## src/rtl/regfile_access_arbiter.sv

```systemverilog
// Round-robin arbiter sharing one register file between the core (requester 0)
// and the debug/loader port (requester 1), sequencing around the one-cycle read latency.
module regfile_access_arbiter #(
  parameter int memoryDepth     = 16,
  parameter int addressBitWidth = 4,
  parameter int dataBitWidth    = 16
) (
  input  logic                       clk,
  input  logic                       rst,
  input  logic                       req0,
  input  logic                       req1,
  input  logic                       we0,
  input  logic                       we1,
  input  logic                       rs_use0,
  input  logic                       rs_use1,
  input  logic [addressBitWidth-1:0] rd_addr0,
  input  logic [addressBitWidth-1:0] rd_addr1,
  input  logic [addressBitWidth-1:0] rs_addr0,
  input  logic [addressBitWidth-1:0] rs_addr1,
  input  logic [dataBitWidth-1:0]    wdata0,
  input  logic [dataBitWidth-1:0]    wdata1,
  output logic                       gnt0,
  output logic                       gnt1,
  output logic                       done,
  output logic                       rsp_id,
  output logic [dataBitWidth-1:0]    rsp_rd_data,
  output logic [dataBitWidth-1:0]    rsp_rs_data,
  output logic                       rsp_err,
  output logic                       rf_rd_en,
  output logic                       rf_rs_en,
  output logic                       rf_wr_en,
  output logic [addressBitWidth-1:0] rf_rd_addr,
  output logic [addressBitWidth-1:0] rf_rs_addr,
  output logic [dataBitWidth-1:0]    rf_wr_data,
  input  logic [dataBitWidth-1:0]    rf_rd_data,
  input  logic [dataBitWidth-1:0]    rf_rs_data,
  input  logic                       rf_valid
);

  typedef enum logic [1:0] {IDLE, ISSUE, CAPT, DONE} state_t;

  state_t                     state_reg;
  logic                       last_gnt_reg;
  logic                       owner_reg;
  logic                       is_write_reg;
  logic                       rs_use_reg;
  logic                       err_reg;
  logic                       gnt0_reg;
  logic                       gnt1_reg;
  logic                       done_reg;
  logic                       rsp_id_reg;
  logic                       rsp_err_reg;
  logic [dataBitWidth-1:0]    rsp_rd_data_reg;
  logic [dataBitWidth-1:0]    rsp_rs_data_reg;
  logic                       rf_rd_en_reg;
  logic                       rf_rs_en_reg;
  logic                       rf_wr_en_reg;
  logic [addressBitWidth-1:0] rf_rd_addr_reg;
  logic [addressBitWidth-1:0] rf_rs_addr_reg;
  logic [dataBitWidth-1:0]    rf_wr_data_reg;

  logic                       pick1;
  logic                       sel_we;
  logic                       sel_rs_use;
  logic [addressBitWidth-1:0] sel_rd_addr;
  logic [addressBitWidth-1:0] sel_rs_addr;
  logic [dataBitWidth-1:0]    sel_wdata;
  logic                       sel_rd_ok;
  logic                       sel_rs_ok;

  // Addresses are two's complement; only 0 <= addr < memoryDepth is a real register.
  function automatic logic addr_ok(input logic [addressBitWidth-1:0] addr);
    int addr_val;
    addr_val = int'($signed(addr));
    return (addr_val >= 0) && (addr_val < memoryDepth);
  endfunction

  // On a tie the requester that was not granted last wins.
  always_comb begin
    pick1       = req1 && (!req0 || !last_gnt_reg);
    sel_we      = pick1 ? we1      : we0;
    sel_rs_use  = pick1 ? rs_use1  : rs_use0;
    sel_rd_addr = pick1 ? rd_addr1 : rd_addr0;
    sel_rs_addr = pick1 ? rs_addr1 : rs_addr0;
    sel_wdata   = pick1 ? wdata1   : wdata0;
    sel_rd_ok   = addr_ok(sel_rd_addr);
    sel_rs_ok   = addr_ok(sel_rs_addr);
  end

  always_ff @(posedge clk or posedge rst) begin
    if (rst) begin
      state_reg       <= IDLE;
      last_gnt_reg    <= 1'b1;
      owner_reg       <= 1'b0;
      is_write_reg    <= 1'b0;
      rs_use_reg      <= 1'b0;
      err_reg         <= 1'b0;
      gnt0_reg        <= 1'b0;
      gnt1_reg        <= 1'b0;
      done_reg        <= 1'b0;
      rsp_id_reg      <= 1'b0;
      rsp_err_reg     <= 1'b0;
      rsp_rd_data_reg <= '0;
      rsp_rs_data_reg <= '0;
      rf_rd_en_reg    <= 1'b0;
      rf_rs_en_reg    <= 1'b0;
      rf_wr_en_reg    <= 1'b0;
      rf_rd_addr_reg  <= '0;
      rf_rs_addr_reg  <= '0;
      rf_wr_data_reg  <= '0;
    end else begin
      gnt0_reg     <= 1'b0;
      gnt1_reg     <= 1'b0;
      done_reg     <= 1'b0;
      rf_rd_en_reg <= 1'b0;
      rf_rs_en_reg <= 1'b0;
      rf_wr_en_reg <= 1'b0;
      case (state_reg)
        IDLE: begin
          if (req0 || req1) begin
            owner_reg      <= pick1;
            last_gnt_reg   <= pick1;
            gnt0_reg       <= !pick1;
            gnt1_reg       <= pick1;
            is_write_reg   <= sel_we;
            rs_use_reg     <= !sel_we && sel_rs_use;
            rf_rd_addr_reg <= sel_rd_addr;
            rf_rs_addr_reg <= sel_rs_addr;
            rf_wr_data_reg <= sel_wdata;
            err_reg        <= !sel_rd_ok || (!sel_we && sel_rs_use && !sel_rs_ok);
            // An out-of-range write is suppressed entirely, reported only via rsp_err.
            rf_wr_en_reg   <= sel_we && sel_rd_ok;
            rf_rd_en_reg   <= !sel_we;
            rf_rs_en_reg   <= !sel_we && sel_rs_use;
            state_reg      <= ISSUE;
          end
        end
        ISSUE: begin
          if (is_write_reg) begin
            done_reg    <= 1'b1;
            rsp_id_reg  <= owner_reg;
            rsp_err_reg <= err_reg;
            state_reg   <= DONE;
          end else begin
            state_reg   <= CAPT;
          end
        end
        CAPT: begin
          rsp_rd_data_reg <= rf_rd_data;
          rsp_rs_data_reg <= rs_use_reg ? rf_rs_data : '0;
          rsp_err_reg     <= err_reg || !rf_valid;
          rsp_id_reg      <= owner_reg;
          done_reg        <= 1'b1;
          state_reg       <= DONE;
        end
        DONE: state_reg <= IDLE;
        default: state_reg <= IDLE;
      endcase
    end
  end

  assign gnt0        = gnt0_reg;
  assign gnt1        = gnt1_reg;
  assign done        = done_reg;
  assign rsp_id      = rsp_id_reg;
  assign rsp_err     = rsp_err_reg;
  assign rsp_rd_data = rsp_rd_data_reg;
  assign rsp_rs_data = rsp_rs_data_reg;
  assign rf_rd_en    = rf_rd_en_reg;
  assign rf_rs_en    = rf_rs_en_reg;
  assign rf_wr_en    = rf_wr_en_reg;
  assign rf_rd_addr  = rf_rd_addr_reg;
  assign rf_rs_addr  = rf_rs_addr_reg;
  assign rf_wr_data  = rf_wr_data_reg;

endmodule

```

## config.mk

```make
export PLATFORM = sky130hd
export DESIGN_NAME = regfile_access_arbiter
export DESIGN_NICKNAME = d
export VERILOG_FILES = /design/src/rtl/regfile_access_arbiter.sv
export SDC_FILE = /design/constraint.sdc
export NUM_CORES = 1
export LEC_CHECK = 0
export ABC_AREA = 0
export CAP_MARGIN = 40
export CORE_MARGIN = 5
export CORE_UTILIZATION = 43
export CTS_CLUSTER_SIZE = 24
export DETAILED_ROUTE_END_ITERATION = 7
export HOLD_SLACK_MARGIN = 0.1
export PLACE_DENSITY = 0.85
export SLEW_MARGIN = 20
export SYNTH_ARGS = -nofsm -noshare
export SYNTH_HDL_FRONTEND = slang
export SYNTH_SLANG_ARGS = --single-unit
export TNS_END_PERCENT = 1
```

## constraint.sdc

```tcl
create_clock -name clk -period 5.4 [get_ports clk]
set_input_delay 0.54 -clock clk [delete_from_list [all_inputs] [get_ports clk]]
set_output_delay 0.54 -clock clk [all_outputs]
set_load 0.05 [all_outputs]
```

==> run_results.csv, run 1 <==
group,metric,value,unit
outcome,status,"finished, final reports clean",
final_layout,multi_input_area,1090,sq um
placement,place.gp.congestion,0.735,
setup_path,cp-end-kind,"register",
setup_path,critPathRequiredTime,5640,ps
sta,setup_violations,0,
yosys,synth_cells,266,
floorplanning,die_x,93.9,um
worst_hold_path,hold_class,"reg -> reg",
global_route,overflow,0,
floorplanning,die_h,93.9,um
floorplanning,rows,30,
sta,rsz0062_at_grt,"false",
sta,setup_ws,3230,ps
clock_network,clock_sink_count,71,
clock_network,clock-root-buffer,"clkbuf_8",
yosys,synth.net_count,358,
power,power_density,599,nW/um^2
sta,hold_violations,0,
final_layout,fill_cells,526,
yosys,ys_warn_count,0,
yosys,synth_top_area_share,57.8,%
yosys,ys_seq_area_share,58.7,%
drt,detail-route-antenna-nets,0,
flow_run,cap_violations,0,
clock_network,cts_tree,"yes",
drt,vias,2454,
sta,slew_headroom,61.4,%
drt,wire_per_inst,14.7,um
floorplanning,start_util,44.3,%
yosys,synth_ff_type,"dfrtp_1",
placement,place.port_buffers,152,
clock_network,cts_resized,0,
clock_network,clk_latency,330,ps
yosys,async_flop_share,100,%
setup_path,startpoint_type,"primary input",
global_route,grt_start_max_net_pins,41,
yosys,syn_area_per_cell,11.4,sq um
sta,whs,481,ps
clock_network,clockBufferDepth,2,
global_route,grt_pass1_vias,2515,
sta,finalSetupTns,0,ps
drt,wl,7670,um
final_layout,syn2layout_area_growth,59.9,%
power,p_leak,2.07,nW
clock_network,holdBufCountCts,0,
drt,viasPerCell,4.72,
sta,max_freq,462,MHz
global_route,antenna_found_initial,0,
setup_path,criticalPathCategory,"in -> reg",
sta,slew_viol_final,0,
sta,worst_slew_pin_slew,580,ps
yosys,netlist_top_cells_count,"dfrtp_1 (70), nand2_1 (41), o21ai_0 (30)",
yosys,synth_cell_types,33,
floorplanning,core,6830,sq um
sta,fin_skew,8.23,ps
final_layout,final_util,70.9,%
sta,finalCriticalPeriod,2170,ps
final_layout,diodes,0,
yosys,synth.most_common_cell,"dfrtp_1",
placement,hpwlAfterDp,6060,um
drt,first_pass_iters,4,
placement,dpl_worst_slack,2880,ps
floorplanning,io_pins,153,
final_layout,fin_nets,511,
setup_path,arrival,2410,ps
yosys,yosys_register_bits,71,
clock_network,post_cts_buffers,0,
setup_path,crit_fanout,30,
drt,drtIter0Drc,44,
global_route,grt_use_total,18.2,%
clock_network,htreeDepth,3,
yosys,synth_top_cell_by_area,"dfrtp_1",
yosys,synth_edf_count,0,
yosys,synthTopCellsByArea,"dfrtp_1 (58%), mux2i_1 (8.3%), mux2_2 (7.1%)",
final_layout,layout-drive-gt1-share,9.91,%
sta,fin_crit_sh,40.1,%
clock_network,cts_buffers,9,
global_route,grt_pass1_wl,12700,um
final_layout,seq_area,1780,sq um
drt,drc_errors,0,
floorplanning,die_area,8820,sq um
power,peakVddDrop,0.000294,V
yosys,syn_area,3030,sq um
clock_network,path_clk_slew,70,ps
## final cells by class
type	instances	share of cell area [%]
clock buffers	12	3.00
inverters	20	1.55
repair buffers	157	32.9
multi-input cells	160	22.5
flip-flops and latches	71	36.7
well taps	96	2.48
clock inverters	4	0.930
## where the power goes
part | leakage, nW | switching (mW) | internal [mW]
sequential | 0.885 | 0.111 | 0.750
combinational | 1.09 | 1.03 | 0.601
clock | 0.100 | 0.183 | 0.224
## metal layers
metal  GRT usage (%)  share of wire (%)
met5               0                  0
met4            3.97               0.69
met3            6.33                8.2
met2            30.3                 48
met1            23.0                 43
## worst max-delay path: stages
cell and delay [ps]:
clkdlybuf4s50_1 600, a21boi_4 210, buf_4 410, mux2_2 420, o31ai_1 220
## stage by stage
stage          cells  power, mW  area (sq um)
6_report         520       2.90          4840
5_1_grt          520       3.07          4840
4_1_cts          520       2.93          4840
3_5_place_dp     504       2.52          4650
3_3_place_gp     502       2.46          4610
2_1_floorplan    266       1.95          3030
## cell usage in the layout, fill, tap and decap left out, drive strengths merged, types with 2 or more instances in the layout
master,Yosys,layout
o21ai,40,40
and2,2,2
dfrtp,70,70
mux2,19,19
buf,9,5
a32o,2,2
nor2b,4,4
nand2,41,41
clkbuf,6,12
nor2,4,4
clkinv,0,3
mux2i,25,25
a21boi,2,2
clkdlybuf4s50,0,152
a21oi,2,2
ha,3,3
a31oi,3,3
nand2b,5,5
inv,20,20
## cell families after synthesis
group | share of synthesized area [%]
flops | 58.7
simple gates | 8.30
compound gates | 10.8
mux | 15.3
buf+inv | 5.62
fa+ha+maj | 1.24
## worst paths after layout
| kind | cells past startpoint | startpoint | slack, ps | end |
|---|---|---|---|---|
| min | 1 | owner_reg | 480 | owner_reg |
| max | 5 | req1 | 3230 | rs_use_reg |
| max in group asynchronous | 4 | rst | 4190 | last_gnt_reg |
| min reg2reg | 1 | owner_reg | 480 | owner_reg |
| max reg2reg | 6 | state_reg[0] | 3510 | rsp_rs_data[4] |
| min in group asynchronous | 3 | rst | 600 | rsp_rd_data[5] |
No activity file was read; power rests on OpenSTA's default activity.
==> run 2: changes to the inputs <==
--- a/config.mk
+++ b/config.mk
@@ -8,11 +8,11 @@
 export ABC_AREA = 0
 export CAP_MARGIN = 40
 export CORE_MARGIN = 5
-export CORE_UTILIZATION = 43
+export CORE_UTILIZATION = 36
 export CTS_CLUSTER_SIZE = 24
 export DETAILED_ROUTE_END_ITERATION = 7
 export HOLD_SLACK_MARGIN = 0.1
-export PLACE_DENSITY = 0.85
+export PLACE_DENSITY = 0.76
 export SLEW_MARGIN = 20
 export SYNTH_ARGS = -nofsm -noshare
 export SYNTH_HDL_FRONTEND = slang
==> constraint.sdc (replaced) <==
create_clock -name clk -period 1.8 [get_ports clk]
set_input_delay 0.18 -clock clk [delete_from_list [all_inputs] [get_ports clk]]
set_output_delay 0.18 -clock clk [all_outputs]
set_load 0.05 [all_outputs]
==> run 2 against run 1 <==
Wire length grew 2.4%. Cell count grew 3.3%. Worst hold slack lost 210 ps. Largest power group unchanged. Register-to-register slack lost 3200 ps. Worst setup slack lost 3100 ps. Count of clock-buffer cells in the layout shrank 2. Flip-flop and latch count is the same. Cell area grew 2.8%. Non-clock buffer count grew 8. Power grew to 3.1 times the previous value. Largest cell class unchanged. Utilization shrank 10 points.
==> run_results.csv, run 2 (synthesized netlist as in run 1, its figures left out) <==
group,metric,value,unit
final_layout,layout-drive-gt1-share,12.3,%
setup_path,critPathRequiredTime,1620,ps
clock_network,holdBufCountCts,0,
sta,rsz0062_at_grt,"false",
floorplanning,rows,33,
outcome,status,"finished, final reports clean",
clock_network,htreeDepth,3,
setup_path,arrival,1500,ps
clock_network,cts_buffers,9,
clock_network,clock_sink_count,71,
global_route,overflow,0,
placement,placed_area,4740,sq um
setup_path,rr_worst_depth,4,
setup_path,critPathMaxStageDelay,810,ps
floorplanning,core,8220,sq um
clock_network,clk_latency,320,ps
final_layout,fin_nets,519,
clock_network,cts_tree,"yes",
drt,vias,2477,
final_layout,design_area,4980,sq um
setup_path,startpoint_type,"register",
setup_path,crit_chain,"clkdlybuf4s50_1",
power,power_density,1820,nW/um^2
sta,finalSetupTns,0,ps
global_route,grt_pass1_wl,12500,um
setup_path,cp-end-kind,"output pin",
global_route,antenna_found_initial,0,
final_layout,fill_cells,699,
sta,worst_slew_pin_slew,532,ps
placement,place_inst,521,
global_route,grt_use_total,15.3,%
drt,drc_errors,0,
sta,setup_violations,0,
setup_path,reg2reg_from,"state_reg[0]",
clock_network,path_clk_slew,80,ps
clock_network,clock-root-buffer,"clkbuf_8",
sta,fin_crit_sh,93.5,%
setup_path,crit_family,"buffers and inverters",
floorplanning,start_util,36.9,%
final_layout,multi_input_area,1090,sq um
final_layout,syn2layout_area_growth,64.3,%
final_layout,final_cells,537,
floorplanning,die_area,10300,sq um
drt,wl,7850,um
sta,hold_violations,0,
floorplanning,die_h,102,um
sta,slew_headroom,64.4,%
power,peakVddDrop,0.000784,V
final_layout,diodes,0,
placement,place.gp.congestion,0.776,
drt,first_pass_iters,4,
drt,drtIter0Drc,37,
final_layout,final_cell_mix,"clkdlybuf4s50_1 (150), dfrtp_1 (70), nand2_1 (41)",
sta,whs,266,ps
flow_run,cap_violations,0,
sta,fin_skew,8.42,ps
setup_path,path_buf_inv,1,
clock_network,cts_resized,0,
power,p_leak,2.14,nW
final_layout,seq_area,1780,sq um
floorplanning,io_pins,153,
clock_network,post_cts_buffers,0,
final_layout,final_common_cell,"clkdlybuf4s50_1",
power,power,9.04,mW
drt,wire_per_inst,14.6,um
setup_path,startpoint,"rsp_rd_data[15]",
floorplanning,die_x,102,um
setup_path,criticalPathCategory,"reg -> out",
sta,max_freq,594,MHz
setup_path,cp_slowest_cell,"clkdlybuf4s50_1",
global_route,grt_start_max_net_pins,48,
worst_hold_path,hold_class,"in -> async",
clock_network,clockBufferDepth,2,
global_route,grt_pass1_vias,2653,
drt,detail-route-antenna-nets,0,
setup_path,crit_fanout,2,
placement,place.port_buffers,152,
setup_path,worst-path-stages,1,
sta,finalCriticalPeriod,1680,ps
placement,hpwlAfterDp,6140,um
sta,slew_viol_final,0,
drt,viasPerCell,4.61,
run 2: cell types whose count changed in the layout (fill, tap and decap cells not counted), sizes merged:
cell           previous run  this run
buf                       5        15
bufinv                    1         3
clkbuf                   12        10
clkdlybuf4s50           152       150
clkinvlp                  0         1
inv                      20        19
run 2: path summary, 6_finish.rpt:
kind | slack (ps) | to
max in group asynchronous | 1230 | last_gnt_reg
min | 270 | rsp_rs_data[0]
max reg2reg | 330 | rsp_rd_data[14]
max | 120 | rsp_rd_data[15]
min in group clk | 410 | rsp_rs_data[0]
min reg2reg | 480 | rf_rs_addr[1]
run 2: per-layer routing:
metal	global-route usage, %	vias to the layer above	share of wire, %
met5	0	-	0
met4	5.93	0	1.4
met3	4.96	12	9.9
met2	24.3	112	46
met1	19.4	1143	42
li1	-	1210	-
run 2: per-stage QoR:
| stage | worst slack [ps] | utilization, % |
|---|---|---|
| 2_1_floorplan | 311 | - |
| 6_report | 117 | 60.6 |
| 3_5_place_dp | 191 | 57.7 |
| 4_1_cts | 85.0 | 60.6 |
| 5_1_grt | 52.7 | 60.6 |
| 3_3_place_gp | 217 | 57.7 |
run 2: area by class of cell:
type                            count  share of cell area, %
Multi-Input combinational cell    160                   21.9
Tap cell                          105                   2.64
Timing Repair Buffer              165                   33.4
Inverter                           20                   1.58
Sequential cell                    71                   35.7
Clock buffer                       10                   2.56
Clock inverter                      6                   2.19
run 2: where the power goes:
part | total (mW) | internal [mW] | switching, mW
Clock | 1.49 | 0.919 | 0.574
Sequential | 2.58 | 2.25 | 0.328
Combinational | 4.96 | 1.87 | 3.09
run 2: worst min-delay path, delay by kind of cell:
| kind | cells | cell delay (ps) |
|---|---|---|
| buffers and inverters | 3 | 760 |
==> run 3: changes to the inputs <==
--- a/config.mk
+++ b/config.mk
@@ -8,11 +8,11 @@
 export ABC_AREA = 0
 export CAP_MARGIN = 40
 export CORE_MARGIN = 5
-export CORE_UTILIZATION = 36
+export CORE_UTILIZATION = 43
 export CTS_CLUSTER_SIZE = 24
 export DETAILED_ROUTE_END_ITERATION = 7
 export HOLD_SLACK_MARGIN = 0.1
-export PLACE_DENSITY = 0.76
+export PLACE_DENSITY = 0.85
 export SLEW_MARGIN = 20
 export SYNTH_ARGS = -nofsm -noshare
 export SYNTH_HDL_FRONTEND = slang
==> constraint.sdc (replaced) <==
create_clock -name clk -period 2.2 [get_ports clk]
set_input_delay 0.22 -clock clk [delete_from_list [all_inputs] [get_ports clk]]
set_output_delay 0.22 -clock clk [all_outputs]
set_load 0.05 [all_outputs]
==> run 3 against run 2 <==
Sequential share of layout area increased by 0.52 points. Count of clock-buffer cells in the layout grew 1. Wire length grew 0.89%. Critical path type unchanged. Largest power group unchanged. Highest routed layer unchanged.
==> run_results.csv, run 3 (synthesized netlist as in run 1, its figures left out) <==
group,metric,value,unit
outcome,status,"finished, final reports clean",
power,peakVddDrop,0.000747,V
global_route,gr-usage-met3,5.85,%
final_layout,multi_input_area,1090,sq um
drt,drtIter0Drc,48,
global_route,grt_use_total,18.7,%
clock_network,clockBufferDepth,2,
power,p_sw,3.29,mW
final_layout,final_common_cell,"clkdlybuf4s50_1",
sta,slew_viol_final,0,
drt,wire_per_inst,15.2,um
setup_path,reg2reg_from,"state_reg[0]",
setup_path,rrSetupSlack,590,ps
clock_network,clock_sink_count,71,
final_layout,design_area,4910,sq um
sta,worst_slew_pin_slew,587,ps
sta,whs,240,ps
drt,detail-route-antenna-nets,0,
power,p_comb_share,55.5,%
drt,drc_errors,0,
sta,finalSetupTns,0,ps
placement,place.gp.congestion,0.715,
sta,hold_violations,0,
power,p_int,4.02,mW
clock_network,holdBufCountCts,0,
floorplanning,io_pins,153,
placement,place_inst,504,
global_route,use_met2,32.7,%
final_layout,diodes,0,
clock_network,cts_tree,"yes",
floorplanning,start_util,44.3,%
clock_network,post_cts_buffers,0,
placement,place.port_buffers,152,
sta,fin_skew,11.0,ps
sta,setup_ws,467,ps
global_route,grt_pass1_wl,12900,um
clock_network,cts_resized,0,
final_layout,final_cells,520,
placement,dpl_worst_slack,351,ps
final_layout,syn2layout_area_growth,62.0,%
drt,vias,2470,
global_route,grt_pass1_vias,2668,
setup_path,criticalPathCategory,"reg -> out",
setup_path,startpoint,"rsp_rs_data[0]",
floorplanning,die_h,93.9,um
final_layout,final_util,71.8,%
power,p_sw_share,45.0,%
final_layout,seq_area,1780,sq um
power,power,7.30,mW
clock_network,cts_buffers,9,
drt,wl,7920,um
final_layout,final_cell_mix,"clkdlybuf4s50_1 (152), dfrtp_1 (70), nand2_1 (41)",
clock_network,path_clk_slew,80,ps
floorplanning,die_x,93.9,um
clock_network,clock-root-buffer,"clkbuf_8",
sta,slew_headroom,60.8,%
power,seqPwrFrac,29.0,%
floorplanning,die_area,8820,sq um
worst_hold_path,hold_class,"in -> async",
sta,max_freq,577,MHz
floorplanning,rows,30,
sta,setup_violations,0,
setup_path,crit_fanout,2,
sta,rsz0062_at_grt,"false",
final_layout,layout-drive-gt1-share,10.1,%
setup_path,cp-end-kind,"output pin",
setup_path,path_buf_inv,1,
setup_path,crit_chain,"clkdlybuf4s50_1",
setup_path,worst-path-stages,1,
global_route,grt_start_max_net_pins,48,
final_layout,fill_cells,519,
setup_path,startpoint_type,"register",
power,power_density,1490,nW/um^2
global_route,overflow,0,
sta,fin_crit_sh,78.8,%
power,p_leak,2.09,nW
global_route,met1_usage,21.8,%
setup_path,arrival,1510,ps
sta,finalCriticalPeriod,1730,ps
placement,placed_area,4680,sq um
setup_path,critPathRequiredTime,1980,ps
floorplanning,core,6830,sq um
drt,viasPerCell,4.75,
power,pwr-share-clk,15.6,%
setup_path,crit_family,"buffers and inverters",
final_layout,fin_nets,511,
clock_network,clk_latency,330,ps
clock_network,htreeDepth,3,
drt,first_pass_iters,4,
setup_path,rr_worst_depth,5,
setup_path,worstSetupEndpoint,"rsp_rs_data[0]",
setup_path,r2r-end,"rf_rd_addr[1]",
flow_run,cap_violations,0,
global_route,antenna_found_initial,0,
placement,hpwlAfterDp,6270,um
setup_path,critPathMaxStageDelay,820,ps
global_route,gr-max-usage-layer,"met2",
setup_path,cp_slowest_cell,"clkdlybuf4s50_1",
==> run 3: layout make-up <==
class / instances / area share (%)
multi-input cells: 160 / 22.2
repair buffers: 157 / 33.1
well taps: 96 / 2.45
clock buffers: 11 / 2.88
clock inverters: 5 / 1.66
inverters: 20 / 1.53
flip-flops and latches: 71 / 36.2
==> run 3: worst min-delay path by stage <==
stage	end	slack [ps]
5_1_grt	gnt0	290
6_report	rf_wr_data[5]	240
3_5_place_dp	rf_wr_data[11]	470
4_1_cts	rsp_err	240
3_3_place_gp	rf_rd_addr[0]	460
2_1_floorplan	last_gnt_reg	290
==> run 3: per-layer routing <==
metal  wire length, um  share of wire, %
met5                 0                 0
met4                82               1.0
met3               694               8.8
met2              4000                51
met1              3140                40
==> run 3: power groups by stage <==
stage | combinational (mW) | sequential (mW) | clock, mW
after floorplan | 1.08 | 3.70 | 0
after global placement | 4.02 | 2.11 | 0
after detailed placement | 4.10 | 2.15 | 0
after CTS | 4.11 | 2.12 | 1.17
after global routing | 4.30 | 2.19 | 1.22
final | 4.05 | 2.12 | 1.14
==> patch (settings of run 2) <==
Register the output `rsp_err` once more; this adds one clock of latency there. The other outputs are not delayed to match.
--- a/src/rtl/regfile_access_arbiter.sv
+++ b/src/rtl/regfile_access_arbiter.sv
@@ -163,7 +163,9 @@
   assign gnt1        = gnt1_reg;
   assign done        = done_reg;
   assign rsp_id      = rsp_id_reg;
-  assign rsp_err     = rsp_err_reg;
+  always_ff @(posedge clk) begin
+    rsp_err <= rsp_err_reg;
+  end
   assign rsp_rd_data = rsp_rd_data_reg;
   assign rsp_rs_data = rsp_rs_data_reg;
   assign rf_rd_en    = rf_rd_en_reg;
Check against the original RTL: not equivalent (a bounded check fails within 4 cycles, from zero or initial values and one cycle with rst high).
==> patch against run 2 <==
- routed wire length is 0.34% lower
- area after synthesis is 0.66% higher
- worst setup slack worse by 0.012 ns
- cell area is 1.7% lower
- combinational power hardly changed
- power is 3.7% lower
- sequential cell count is 1 higher
- utilization is 1.0 points lower
- largest power group unchanged
==> patch: results (changes against run 2) <==
status: "complete, no violations"
worst_pin_slew_ns: 0.531  # -0.00151 ns
yosys_warnings: 0  # unchanged
fmax_ghz: 0.590  # -0.69%
critPathTopFamily: "buffers and inverters"
diodes: 0  # unchanged
synth_cells: 267  # +0.38%
seq_power_share_pct: 30.1  # +1.6 points
grt_max_degree: 72  # +50%
power_frac_clock_pct: 12.8  # -3.7 points
wl_per_cell_um: 14.6  # +0.22%
synth.distinct_cells: 34  # +3.0%
ys_seq_area_share_pct: 59.0  # +0.27 points
drive_above_1_share_pct: 11.4  # -0.85 points
critical_path.max_stage_delay_ns: 0.82
leakagePower_uw: 0.00210  # -2.0%
crit_start: "rf_wr_data[4]"
p_int_uw: 4660  # -7.5%
grt_pass1_vias: 2603  # -1.9%
grtUsageMet1_pct: 18.4  # -0.94 points
place_ws_ns: 0.101  # -0.0892 ns
r2r-end: "err_reg"
grt_pass1_wl_um: 12400  # -0.83%
async_flop_share_pct: 98.6  # -1.4 points
nets: 516  # -0.58%
finalClockSkew_ns: 0.0121  # +0.00365 ns
routed_wirelength_um: 7820  # -0.34%
drt-initial-drc-count: 43  # +16%
min_path_type: "input pin to asynchronous set/reset pin"
reg2reg_from: "state_reg[0]"
gp_congestion: 0.783  # +0.86%
cts_setup_buffers: 0  # unchanged
dp.final_hpwl_um: 5990  # -2.5%
place_area_um2: 4720  # -0.48%
grt_use_met3_pct: 4.78  # -0.18 points
clk_pin_slew_ns: 0.08  # about the same
met2_usage_pct: 25.2  # +0.84 points
via_count: 2479  # +0.081%
crit_end: "rf_wr_data[4]"
reg2reg_depth: 5  # +1
finalHoldWorstSlack_ns: 0.304  # +0.0371 ns
powerSeq_uw: 2620  # +2%
vdd_drop_max_uv: 898  # +15%
ff2ff_setup_slack_ns: 0.16  # -0.17 ns
synthTopCellsByArea: "dfrtp_1 57%, mux2i_1 8.2%, mux2_2 7.0%"
synthesis.nets: 359  # +0.28%
grtUsageTotal_pct: 15.0  # -0.30 points
finalMaxSlewViolations: 0  # unchanged
cp_max_fo: 2  # unchanged
==> patch: changes by cell type after synthesis, sizes merged <==
cell and change:
dfxtp +1
==> patch: cells by family after synthesis <==
kind of cell | count (synthesis) | synth area share (%)
adder cells (fa/ha/maj) | 3 | 1.23
AND/OR/NAND/NOR | 58 | 8.25
AO/OA/AOI/OAI | 55 | 10.8
multiplexers | 44 | 15.2
flip-flops | 72 | 59.0
buffers and inverters | 35 | 5.58
==> patch: area by class of cell <==
cell class,count,area (um^2),area share [%]
multi-input cells,160,1090,22.3
inverters,20,78.8,1.61
flip-flops and latches,72,1800,36.8
clock inverters,5,32.5,0.665
repair buffers,161,1620,33.1
clock buffers,11,141,2.89
well taps,105,131,2.69
==> patch: per-layer routing <==
| layer | vias up | wire length (um) |
|---|---|---|
| li1 | 1213 | - |
| met1 | 1157 | 3310 |
| met2 | 105 | 3750 |
| met3 | 4 | 720 |
| met4 | 0 | 46 |
| met5 | - | 0 |
